$ cat src/rtl/light_monitor_pkg.sv
// Shared types and encodings for the street-light sequence monitor.
package light_monitor_pkg;

  typedef enum logic [2:0] {
    ST_INIT,
    ST_GREEN,
    ST_YELLOW,
    ST_RED,
    ST_FAULT
  } state_e;

  localparam logic [1:0] PH_NONE   = 2'd0;
  localparam logic [1:0] PH_GREEN  = 2'd1;
  localparam logic [1:0] PH_YELLOW = 2'd2;
  localparam logic [1:0] PH_RED    = 2'd3;

  localparam logic [2:0] FC_NONE         = 3'd0;
  localparam logic [2:0] FC_BAD_ENCODING = 3'd1;
  localparam logic [2:0] FC_BAD_ORDER    = 3'd2;
  localparam logic [2:0] FC_SHORT_DWELL  = 3'd3;
  localparam logic [2:0] FC_STUCK        = 3'd4;

  localparam logic [2:0] LAMP_GREEN  = 3'b001;
  localparam logic [2:0] LAMP_YELLOW = 3'b010;
  localparam logic [2:0] LAMP_RED    = 3'b100;

  function automatic logic is_one_hot(input logic [2:0] code);
    return $onehot(code);
  endfunction

endpackage

$ cat src/rtl/light_monitor_dwell_counter.sv
// Saturating per-phase dwell counter; load1 restarts a phase at one sample.
module dwell_counter #(
  parameter int unsigned CNT_W     = 8,
  parameter int unsigned MAX_DWELL = 64
) (
  input  logic             clk,
  input  logic             rst,
  input  logic             load1,
  input  logic             inc,
  output logic [CNT_W-1:0] dwell,
  output logic             at_max
);

  always_ff @(posedge clk or posedge rst) begin
    if (rst) begin
      dwell <= '0;
    end else if (load1) begin
      dwell <= CNT_W'(1);
    end else if (inc && (dwell != '1)) begin
      dwell <= dwell + 1'b1;
    end
  end

  assign at_max = (dwell == CNT_W'(MAX_DWELL));

endmodule

$ cat src/rtl/light_monitor.sv
// Passive checker for the street_lights lamp sequence: order, dwell limits,
// sticky first-fault capture and completed-cycle counting.
module light_monitor
  import light_monitor_pkg::*;
#(
  parameter int unsigned MIN_GREEN  = 4,
  parameter int unsigned MIN_YELLOW = 2,
  parameter int unsigned MIN_RED    = 4,
  parameter int unsigned MAX_DWELL  = 64,
  parameter int unsigned CNT_W      = 8
) (
  input  logic        clk,
  input  logic        rst,
  input  logic        light_one,
  input  logic        light_two,
  input  logic        light_three,
  input  logic        clear,
  output logic [1:0]  phase,
  output logic        fault,
  output logic [2:0]  fault_code,
  output logic [15:0] cycle_count,
  output logic        cycle_done
);

  state_e           state;
  logic [2:0]       code_q;
  logic             exempt_q;
  logic [15:0]      cycle_cnt_q;

  logic [CNT_W-1:0] dwell;
  logic             at_max;
  logic             load1;
  logic             inc;

  state_e           code_state;
  logic [1:0]       code_phase;
  logic [2:0]       cur_lamp;
  logic [2:0]       succ_lamp;
  logic [CNT_W-1:0] min_dwell;
  logic             in_phase;
  logic             onehot;
  logic             hold;
  logic             to_succ;
  logic             short_dwell;
  logic             enter;

  always_ff @(posedge clk or posedge rst) begin
    if (rst) begin
      code_q <= '0;
    end else begin
      code_q <= {light_three, light_two, light_one};
    end
  end

  always_comb begin
    code_state = ST_INIT;
    code_phase = PH_NONE;
    case (code_q)
      LAMP_GREEN:  begin code_state = ST_GREEN;  code_phase = PH_GREEN;  end
      LAMP_YELLOW: begin code_state = ST_YELLOW; code_phase = PH_YELLOW; end
      LAMP_RED:    begin code_state = ST_RED;    code_phase = PH_RED;    end
      default: ;
    endcase

    cur_lamp  = '0;
    succ_lamp = '0;
    min_dwell = '0;
    in_phase  = 1'b1;
    case (state)
      ST_GREEN: begin
        cur_lamp  = LAMP_GREEN;
        succ_lamp = LAMP_YELLOW;
        min_dwell = CNT_W'(MIN_GREEN);
      end
      ST_YELLOW: begin
        cur_lamp  = LAMP_YELLOW;
        succ_lamp = LAMP_RED;
        min_dwell = CNT_W'(MIN_YELLOW);
      end
      ST_RED: begin
        cur_lamp  = LAMP_RED;
        succ_lamp = LAMP_GREEN;
        min_dwell = CNT_W'(MIN_RED);
      end
      default: in_phase = 1'b0;
    endcase

    onehot      = is_one_hot(code_q);
    hold        = in_phase && (code_q == cur_lamp);
    to_succ     = in_phase && (code_q == succ_lamp);
    short_dwell = !exempt_q && (dwell < min_dwell);
    enter       = (state == ST_INIT) && onehot;
    load1       = !clear && (enter || (to_succ && !short_dwell));
    inc         = !clear && hold && !at_max;
  end

  dwell_counter #(
    .CNT_W     (CNT_W),
    .MAX_DWELL (MAX_DWELL)
  ) u_dwell (
    .clk    (clk),
    .rst    (rst),
    .load1  (load1),
    .inc    (inc),
    .dwell  (dwell),
    .at_max (at_max)
  );

  // Hold and successor are mutually exclusive one-hot matches, so testing
  // hold before the successor keeps the documented check priority.
  always_ff @(posedge clk or posedge rst) begin
    if (rst) begin
      state       <= ST_INIT;
      phase       <= PH_NONE;
      fault       <= 1'b0;
      fault_code  <= FC_NONE;
      cycle_cnt_q <= '0;
      cycle_done  <= 1'b0;
      exempt_q    <= 1'b0;
    end else begin
      cycle_done <= 1'b0;
      if (clear) begin
        state       <= ST_INIT;
        phase       <= PH_NONE;
        fault       <= 1'b0;
        fault_code  <= FC_NONE;
        cycle_cnt_q <= '0;
        exempt_q    <= 1'b0;
      end else begin
        case (state)
          ST_INIT: begin
            if (enter) begin
              state    <= code_state;
              phase    <= code_phase;
              exempt_q <= 1'b1;
            end else if (code_q != '0) begin
              state      <= ST_FAULT;
              fault      <= 1'b1;
              fault_code <= FC_BAD_ENCODING;
            end
          end
          ST_GREEN, ST_YELLOW, ST_RED: begin
            if (!onehot) begin
              state      <= ST_FAULT;
              fault      <= 1'b1;
              fault_code <= FC_BAD_ENCODING;
            end else if (hold) begin
              if (at_max) begin
                state      <= ST_FAULT;
                fault      <= 1'b1;
                fault_code <= FC_STUCK;
              end
            end else if (!to_succ) begin
              state      <= ST_FAULT;
              fault      <= 1'b1;
              fault_code <= FC_BAD_ORDER;
            end else if (short_dwell) begin
              state      <= ST_FAULT;
              fault      <= 1'b1;
              fault_code <= FC_SHORT_DWELL;
            end else begin
              state    <= code_state;
              phase    <= code_phase;
              exempt_q <= 1'b0;
              if (state == ST_RED) begin
                cycle_cnt_q <= cycle_cnt_q + 16'd1;
                cycle_done  <= 1'b1;
              end
            end
          end
          default: ;
        endcase
      end
    end
  end

  assign cycle_count = cycle_cnt_q;

endmodule

$ cat config.mk
export PLATFORM = sky130hd
export DESIGN_NAME = light_monitor
export DESIGN_NICKNAME = d
export VERILOG_FILES = /design/src/rtl/light_monitor_pkg.sv /design/src/rtl/light_monitor_dwell_counter.sv /design/src/rtl/light_monitor.sv
export SDC_FILE = /design/constraint.sdc
export NUM_CORES = 1
export LEC_CHECK = 0
export ABC_AREA = 1
export BUFFER_PORTS_ARGS = -buffer_cell sky130_fd_sc_hd__buf_2
export CAP_MARGIN = 20
export CORE_MARGIN = 1
export CORE_UTILIZATION = 29
export CTS_BUF_LIST = sky130_fd_sc_hd__clkbuf_8
export DETAILED_ROUTE_END_ITERATION = 8
export HOLD_SLACK_MARGIN = 0.08
export PLACE_DENSITY = 0.44
export SETUP_SLACK_MARGIN = 0.05
export SYNTH_ARGS = -nofsm -noshare
export SYNTH_HDL_FRONTEND = slang
export SYNTH_SLANG_ARGS = --single-unit
$ cat constraint.sdc
create_clock -name clk -period 2.6 [get_ports clk]
set_clock_uncertainty 0.1 [all_clocks]
set_input_delay 0.39 -clock clk [delete_from_list [all_inputs] [get_ports clk]]
set_output_delay 0.39 -clock clk [all_outputs]
set_load 0.05 [all_outputs]
==> impl_metrics.toml, run 1 <==
[clocking]
number_of_buffers_inserted_during_clock_tree_synthesis = 5
clock_latency_ns = 0.29
cts.htree.levels = 2
number_of_post_cts_setup_repair_buffers = 0
cts_tree = "yes"
clock_tree.root_cell = "clkbuf_8"
hold_buffers = 0
clockBufferDepth = 2
clock-sinks = 38
clk_pin_slew_ns = 0.08
post_cts_resized = 0

[pwr]
portion_of_total_power_attributed_to_combinational_logic = 0.252
vdd_ir_drop_max_uv = 237
power_switching_share = 0.374
power.leakage_nw = 1.53
switchingPower_mw = 0.566
cell_internal_pwr_mw = 0.948
power_per_cell_area_nw_per_um2 = 530
pwr-share-seq = 0.457
clock_power_share = 0.291

[worst_setup_path]
critical_path.startpoint_type = "flop"
worst-r2r-cell-count = 10
worst_setup_path_end_kind = "flop"
critical_path.reg2reg.endpoint = "fault_code[0]"
crit_path_kind = "reg2reg"
critical_path_peak_fanout = 6
launch_point_of_the_critical_path = "code_q[0]"
r2r_slack_ns = 0.37
critical_path_required_ns = 2.74
critPathCapture = "fault_code[0]"
reg2reg_from = "code_q[0]"
cp.arrival_ns = 2.37

[finish]
mostFrequentLayoutCells = "nand2_1, nand3_1, nor2_1, inv_1, dfrtp_1"
area.growth.synth_to_final_pct = 12.7
mostFrequentLayoutCell = "nand2_1"
multi_input_logic_area_um2 = 1350
final_area_um2 = 2860
seq_area_um2 = 951
filler_cells = 935
diodes = 0
drive_above_1_share = 0.147
final_net_count = 398

[global_routing]
first_global_vias = 2193
grt_remaining_overflow = 0
antenna_found_initial = 0
grt_start_max_net_pins = 39
grt_pass1_wl_mm = 10.9
grt.total_usage = 0.157

[sta]
rsz0062_at_grt = "false"
layout_worst_path_cycle_share = 0.859
hold_slack_ns = 0.0972
max_slew_margin = 0.652
post_layout_minimum_cycle_time_ns = 2.23
final_hold_viol_count = 0
setup_total_negative_slack_ns = 0
report.final.setup_viol = 0
worst-slew-pin-transition_ns = 0.521
fmax_mhz = 448
maxSlewViolCount = 0

[synthesis]
yosys-top-cells-area = "dfrtp_1, nand2_1, nand3_1"
mappedNetlistNets = 370
synth-edff-count = 0
synth_warnings = 0
synth_top_cell_area_share = 0.375
synth-async-reset-ratio = 1.00
syn-mean-instance-area_um2 = 7.05
synth_flop_cell = "dfrtp_1"
post_synth_inst_count = 359
synth_seq_area_share = 0.375
synthesized_flop_and_latch_total = 38
synth_largest_area_cell = "dfrtp_1"
synth.cell_area_um2 = 2530
yosysUniqueCellTypes = 31

[route]
first_iter_violations = 117
wl_per_cell_um = 13.2
drt_drc_violations_left = 0
wl_mm = 6.52
detail_route.first_pass.iterations = 4
avgViaCountPerCell = 4.72
detailroute.via_count = 2326
final_antenna_net_count = 0

[die]
row_count = 33
ios = 29
die_area_um2 = 9110
die_h_um = 95.4
chipWidth_um = 95.4
placeableCoreArea_um2 = 8340
start_util = 0.304

[hold_path]
min_path_type = "in2reg"

[placed_design]
dp_hpwl_mm = 4.69
gpl.final_weighted_congestion = 0.813
numPortBuffers = 28
place_area_um2 = 2760

[run]
maxCapViolations = 0

[run_status]
outcome = "finished clean"
==> sequential cells by signal, summed over array words and instances, names as in the netlist <==
signal	count
cycle_done	1
cycle_count	16
exempt_q	1
fault	1
phase	2
state	3
u_dwell.dwell	8
fault_code	3
code_q	3
==> logic make-up after synthesis <==
family / after synthesis / share of synthesized area
AO/OA/AOI/OAI: 12 / 0.0272
AND/OR/NAND/NOR: 237 / 0.433
flip-flops: 38 / 0.375
adder cells (fa/ha/maj): 5 / 0.0277
buffers and inverters: 54 / 0.0919
XOR/XNOR: 13 / 0.0450
==> Yosys cell counts, types with 3 or more instances <==
library cell / count
nand2_1: 106
nand3_1: 46
nor2_1: 43
inv_1: 41
dfrtp_1: 38
nand4_1: 22
xor2_1: 11
nand2_2: 6
o21ai_0: 6
ha_1: 4
a21oi_1: 3
buf_1: 3
buf_4: 3
nor2_4: 3
nor3_1: 3
==> power by group through the flow <==
| stage | sequential [mW] | clock [mW] | combinational [mW] |
|---|---|---|---|
| finish | 0.692 | 0.441 | 0.381 |
| global route | 0.703 | 0.478 | 0.430 |
| CTS | 0.693 | 0.459 | 0.385 |
| detailed placement | 0.704 | 0 | 0.384 |
| global placement | 0.702 | 0 | 0.387 |
| floorplan | 0.757 | 0 | 0.235 |
==> worst max-delay path, cell delays in order, from the launching register on <==
cell     delay, ns
dfrtp_1       0.43
inv_1         0.12
fa_1          0.57
nor2_2        0.05
inv_1         0.13
nor2_1        0.09
nand3_1       0.11
nor2_1        0.05
nor2_1        0.29
nand3_1       0.13
nand2_1       0.09
==> routing by layer <==
metal / track usage / vias up / wire [µm]
li1: - / 1204 / -
met1: 0.224 / 1082 / 3360
met2: 0.239 / 35 / 2860
met3: 0.0287 / 5 / 214
met4: 0.0522 / 0 / 84
met5: 0 / - / 0
==> through the flow <==
stage | total power [mW] | util | std cells | worst slack, ns
4_1_cts | 1.54 | 0.342 | 493 | 0.204
3_3_place_gp | 1.09 | 0.331 | 485 | 0.167
6_report | 1.51 | 0.342 | 493 | 0.367
2_1_floorplan | 0.992 | - | 359 | 0.488
5_1_grt | 1.61 | 0.342 | 493 | 0.141
3_5_place_dp | 1.09 | 0.331 | 485 | 0.258
==> layout make-up <==
cell class              instances  share of cell area
multi-input cells             267               0.473
flip-flops and latches         38               0.333
inverters                      44              0.0587
repair buffers                 31              0.0570
well taps                     105              0.0460
clock buffers                   6              0.0289
clock inverters                 2             0.00307
==> worst min path at each step <==
stage                  startpoint             to  slack [ns]  cells after the start
global placement    fault_code[2]  fault_code[2]        0.35                      2
CTS                   light_three      code_q[2]        0.08                      1
finish                light_three      code_q[2]         0.1                      1
global route          light_three      code_q[2]        0.09                      1
floorplan               light_one      code_q[0]        0.32                      0
detailed placement  fault_code[2]  fault_code[2]        0.36                      2
Note: power is estimated with default switching activity, not from simulation.
==> inputs of run 2 (changes only) <==
--- a/config.mk
+++ b/config.mk
@@ -13,7 +13,7 @@
 export CTS_BUF_LIST = sky130_fd_sc_hd__clkbuf_8
 export DETAILED_ROUTE_END_ITERATION = 8
 export HOLD_SLACK_MARGIN = 0.08
-export PLACE_DENSITY = 0.44
+export PLACE_DENSITY = 0.41
 export SETUP_SLACK_MARGIN = 0.05
 export SYNTH_ARGS = -nofsm -noshare
 export SYNTH_HDL_FRONTEND = slang
==> run 2 against run 1 <==
- routed wire length decreased by 0.67%
- via count grew 0.60%
- first-iteration DRC count fell by 4.3%
- non-clock buffer count did not move
- critical path type unchanged
- largest power group unchanged
==> impl_metrics.toml, run 2 (synthesized netlist as in run 1, its figures left out) <==
[run_status]
outcome = "finished clean"

[sta]
layout_worst_path_cycle_share = 0.868
post-route-worst-setup-slack_ns = 0.344
rsz0062_at_grt = "false"
final_hold_viol_count = 0
worst-slew-pin-transition_ns = 0.501
fmax_mhz = 443
post_layout_minimum_cycle_time_ns = 2.26
maxSlewViolCount = 0
hold_slack_ns = 0.101
report.final.setup_viol = 0
setup_total_negative_slack_ns = 0
max_slew_margin = 0.666

[finish]
final_net_count = 398
mostFrequentLayoutCells = "nand2_1, nand3_1, nor2_1, inv_1, dfrtp_1"
max_reg_flops = 16
fin_util = 0.342
mostFrequentLayoutCell = "nand2_1"
diodes = 0
drive_above_1_share = 0.147
area.growth.synth_to_final_pct = 12.7

[worst_setup_path]
worst_setup_path_end_kind = "flop"
critical_path_required_ns = 2.68
critical_path.startpoint_type = "flop"
critical_path_peak_fanout = 6
crit_path_kind = "reg2reg"
cp.arrival_ns = 2.33
worst-r2r-cell-count = 10

[placed_design]
place_worst_setup_slack_ns = 0.162
numPortBuffers = 28
gpl.final_weighted_congestion = 0.796
dp_hpwl_mm = 4.86

[global_routing]
antenna_found_initial = 0
grt_start_max_net_pins = 39
use_met3 = 0.0279
first_global_vias = 2170
grt.total_usage = 0.158
grt_pass1_wl_mm = 11.1
global_route.usage.met2 = 0.238
globalRouteMet1Util = 0.232
globalRoute.busiestLayer = "met2"
grt_remaining_overflow = 0

[clocking]
hold_buffers = 0
clock-sinks = 38
post_cts_resized = 0
clock_latency_ns = 0.29
cts.htree.levels = 2
clock_tree.root_cell = "clkbuf_8"
cts_tree = "yes"
clk_pin_slew_ns = 0.08
number_of_buffers_inserted_during_clock_tree_synthesis = 5
number_of_post_cts_setup_repair_buffers = 0
clockBufferDepth = 2

[route]
first_iter_violations = 112
drt_drc_violations_left = 0
detailroute.via_count = 2340
wl_per_cell_um = 13.1
wl_mm = 6.48
final_antenna_net_count = 0
detail_route.first_pass.iterations = 4
avgViaCountPerCell = 4.75

[pwr]
vdd_ir_drop_max_uv = 212
power_per_cell_area_nw_per_um2 = 522
power.leakage_nw = 1.53
fin_total_pwr_mw = 1.49

[die]
start_util = 0.304
die_area_um2 = 9110
die_h_um = 95.4
chipWidth_um = 95.4
placeableCoreArea_um2 = 8340
ios = 29
row_count = 33

[hold_path]
min_path_type = "in2reg"
min_delay_path_depth = 1

[run]
maxCapViolations = 0
[run 2: cell counts in the layout (fill, tap and decap cells not counted)]
Identical to the previous run, type by type.
[run 2: area by class of cell]
cell class | instances | area [µm²]
fill | 933 | 5490
multi-input combinational | 267 | 1350
sequential | 38 | 951
inverter | 44 | 168
timing repair buffer | 31 | 163
tap | 105 | 131
clock buffer | 6 | 82.6
clock inverter | 2 | 8.76
[run 2: routing by layer]
layer | part of all wire | vias to the layer above | wire length (µm)
li1 | - | 1208 | -
met1 | 0.51 | 1080 | 3290
met2 | 0.44 | 50 | 2830
met3 | 0.048 | 2 | 310
met4 | 0.0062 | 0 | 40
met5 | 0 | - | 0
[run 2: worst paths after layout]
| kind | startpoint | end | slack (ns) |
|---|---|---|---|
| max | code_q[2] | fault | 0.34 |
| min | light_one | code_q[0] | 0.10 |
| max reg2reg | code_q[2] | fault | 0.34 |
| min reg2reg | fault | fault | 0.37 |
| max in group asynchronous | rst | state[2] | 1.94 |
| min in group asynchronous | rst | u_dwell.dwell[0] | 0.11 |
[run 2: worst max-delay path, stage by stage, from the launching register on]
cell     delay, ns
dfrtp_1       0.44
inv_1         0.19
fa_1          0.46
nor2_2        0.15
inv_1         0.12
nor2_1        0.19
nand3_1       0.12
nor2_1        0.11
nor2_1        0.10
nand2_1       0.10
nand2_1       0.06
[run 2: power by group]
group	internal, mW	total (mW)	switching (mW)
clock network	0.210	0.422	0.211
logic	0.0982	0.378	0.280
registers	0.639	0.692	0.0525
total	0.948	1.49	0.544
[run 2: stage by stage]
stage          cells  cell area, µm²
4_1_cts          493            2850
3_5_place_dp     485            2760
5_1_grt          493            2860
6_report         493            2860
2_1_floorplan    359            2530
3_3_place_gp     485            2760
==> inputs of run 3 (changes only) <==
--- a/config.mk
+++ b/config.mk
@@ -8,12 +8,15 @@
 export ABC_AREA = 1
 export BUFFER_PORTS_ARGS = -buffer_cell sky130_fd_sc_hd__buf_2
 export CAP_MARGIN = 20
+export CELL_PAD_IN_SITES_DETAIL_PLACEMENT = 1
+export CELL_PAD_IN_SITES_GLOBAL_PLACEMENT = 1
 export CORE_MARGIN = 1
 export CORE_UTILIZATION = 29
 export CTS_BUF_LIST = sky130_fd_sc_hd__clkbuf_8
 export DETAILED_ROUTE_END_ITERATION = 8
+export GPL_TIMING_DRIVEN = 0
 export HOLD_SLACK_MARGIN = 0.08
-export PLACE_DENSITY = 0.41
+export PLACE_DENSITY = 0.54
 export SETUP_SLACK_MARGIN = 0.05
 export SYNTH_ARGS = -nofsm -noshare
 export SYNTH_HDL_FRONTEND = slang
==> run 3 against run 2 <==
- clock power grew 48%
- final area is 3.3% higher
- global-route usage is 2.3 points higher
- die area did not move
- setup slack worse by 0.033 ns
- clock-buffer cell count down 1
- critical path type unchanged
- via count up 2.6%
==> impl_metrics.toml, run 3 (synthesized netlist as in run 1, its figures left out) <==
[run_status]
outcome = "finished clean"

[placed_design]
dp_hpwl_mm = 5.65
gpl.final_weighted_congestion = 0.811
numPortBuffers = 27

[sta]
post_layout_minimum_cycle_time_ns = 2.29
setup_total_negative_slack_ns = 0
rsz0062_at_grt = "false"
max_slew_margin = 0.435
maxSlewViolCount = 0
report.final.setup_viol = 0
worst-slew-pin-transition_ns = 0.846
fmax_mhz = 437
layout_worst_path_cycle_share = 0.881
final_hold_viol_count = 0

[finish]
mostFrequentLayoutCells = "nand2_1, nand3_1, nor2_1"
diodes = 0
seq_area_um2 = 952
final_net_count = 405
filler_cells = 1081
mostFrequentLayoutCell = "nand2_1"
drive_above_1_share = 0.157
area.growth.synth_to_final_pct = 16.5
fin_util = 0.354
max_reg_flops = 16
multi_input_logic_area_um2 = 1350

[route]
avgViaCountPerCell = 4.80
final_antenna_net_count = 0
detail_route.first_pass.iterations = 4
first_iter_violations = 84
drt_drc_violations_left = 0
detailroute.via_count = 2401
wl_per_cell_um = 15.0
wl_mm = 7.52

[global_routing]
grt_remaining_overflow = 0
grt.total_usage = 0.181
antenna_found_initial = 0
grt_start_max_net_pins = 39
first_global_vias = 2407
grt_pass1_wl_mm = 12.6

[clocking]
clk_pin_slew_ns = 0.08
clockBufferDepth = 2
cts.htree.levels = 2
clock_tree.root_cell = "clkbuf_8"
clock_latency_ns = 0.30
number_of_buffers_inserted_during_clock_tree_synthesis = 5
clock-sinks = 38
cts_tree = "yes"

[die]
chipWidth_um = 95.4
die_h_um = 95.4
row_count = 33
placeableCoreArea_um2 = 8340
die_area_um2 = 9110
ios = 29
start_util = 0.304

[worst_setup_path]
worst_setup_path_end_kind = "flop"
cp.arrival_ns = 2.35
critical_path_required_ns = 2.66
critical_path_peak_fanout = 6
cpPeakStageDelay_ns = 0.59
crit_path_kind = "reg2reg"
worst_path_max_delay_cell = "fa_1"
critical_path.startpoint_type = "flop"
critPathMostFrequentCell = "nor2_1"
crit_chain = "inv_1 -> fa_1 -> nor2_4 -> inv_1 -> nor2_1 -> nand3_1 -> nor2_1 -> nor2_1 -> o21ai_0"

[pwr]
power.leakage_nw = 1.57
vdd_ir_drop_max_uv = 219
power_per_cell_area_nw_per_um2 = 581

[run]
maxCapViolations = 0

[hold_path]
min_path_type = "in2reg"
[run 3: changes by cell type in the layout (fill, tap and decap cells not counted), sizes merged]
cell	previous run	this run
inv	44	43
bufinv	0	2
buf	31	37
[run 3: final cells by class]
type,count,area share
sequential,38,0.323
tap,105,0.0445
clock buffer,5,0.0233
multi-input combinational,267,0.459
clock inverter,3,0.0233
inverter,44,0.0568
timing repair buffer,28,0.0483
buffer,10,0.0221
[run 3: repair_timing]
| item | CTS | global route |
|---|---|---|
| pin swaps | 0 | 1 |
| hold buffers | 0 | 0 |
| endpoints found under the setup margin | 3 | 7 |
| gates resized for setup | 1 | 1 |
| gates cloned | 0 | 0 |
| setup buffers | 0 | 1 |
[run 3: worst paths after layout]
path                          startpoint            end  slack [ns]  cells after the start
max                            code_q[0]       state[0]        0.31                      9
min                            light_one      code_q[0]        0.10                      1
max reg2reg                    code_q[0]       state[0]        0.31                      9
min reg2reg                fault_code[2]  fault_code[2]        0.38                      2
max in group asynchronous            rst      code_q[1]        1.66                      2
min in group asynchronous            rst     cycle_done        0.16                      2
[run 3: where the power goes]
group          switching (mW)  internal, mW
clock network           0.241         0.385
registers              0.0534         0.639
logic                   0.296         0.101
total                   0.590          1.13
[run 3: critical path: cells and delay by family, from the launching register on]
family                   cells  cell delay, ns
adder cells (fa/ha/maj)      1            0.59
flip-flops                   1            0.44
AND/OR/NAND/NOR              5            0.62
AO/OA/AOI/OAI                1            0.15
buffers and inverters        2            0.25
[run 3: per-layer routing]
metal / vias to the layer above / routed length (µm) / GRT usage / share of wire
li1: 1217 / - / - / -
met1: 1147 / 4150 / 0.277 / 0.55
met2: 32 / 3060 / 0.261 / 0.41
met3: 5 / 246 / 0.0287 / 0.033
met4: 0 / 59 / 0.0410 / 0.0079
met5: - / 0 / 0 / 0
[run 3: stage by stage]
step	std cells	power, mW	setup WS, ns	instance area (µm²)	hold slack, ns
2_1_floorplan	359	0.992	0.488	2530	0.321
3_3_place_gp	491	1.10	0.0936	2800	0.352
3_5_place_dp	491	1.10	0.0529	2800	0.360
4_1_cts	499	1.74	0.137	2940	0.0960
5_1_grt	500	1.82	0.0963	2950	0.0899
6_report	500	1.72	0.310	2950	0.103
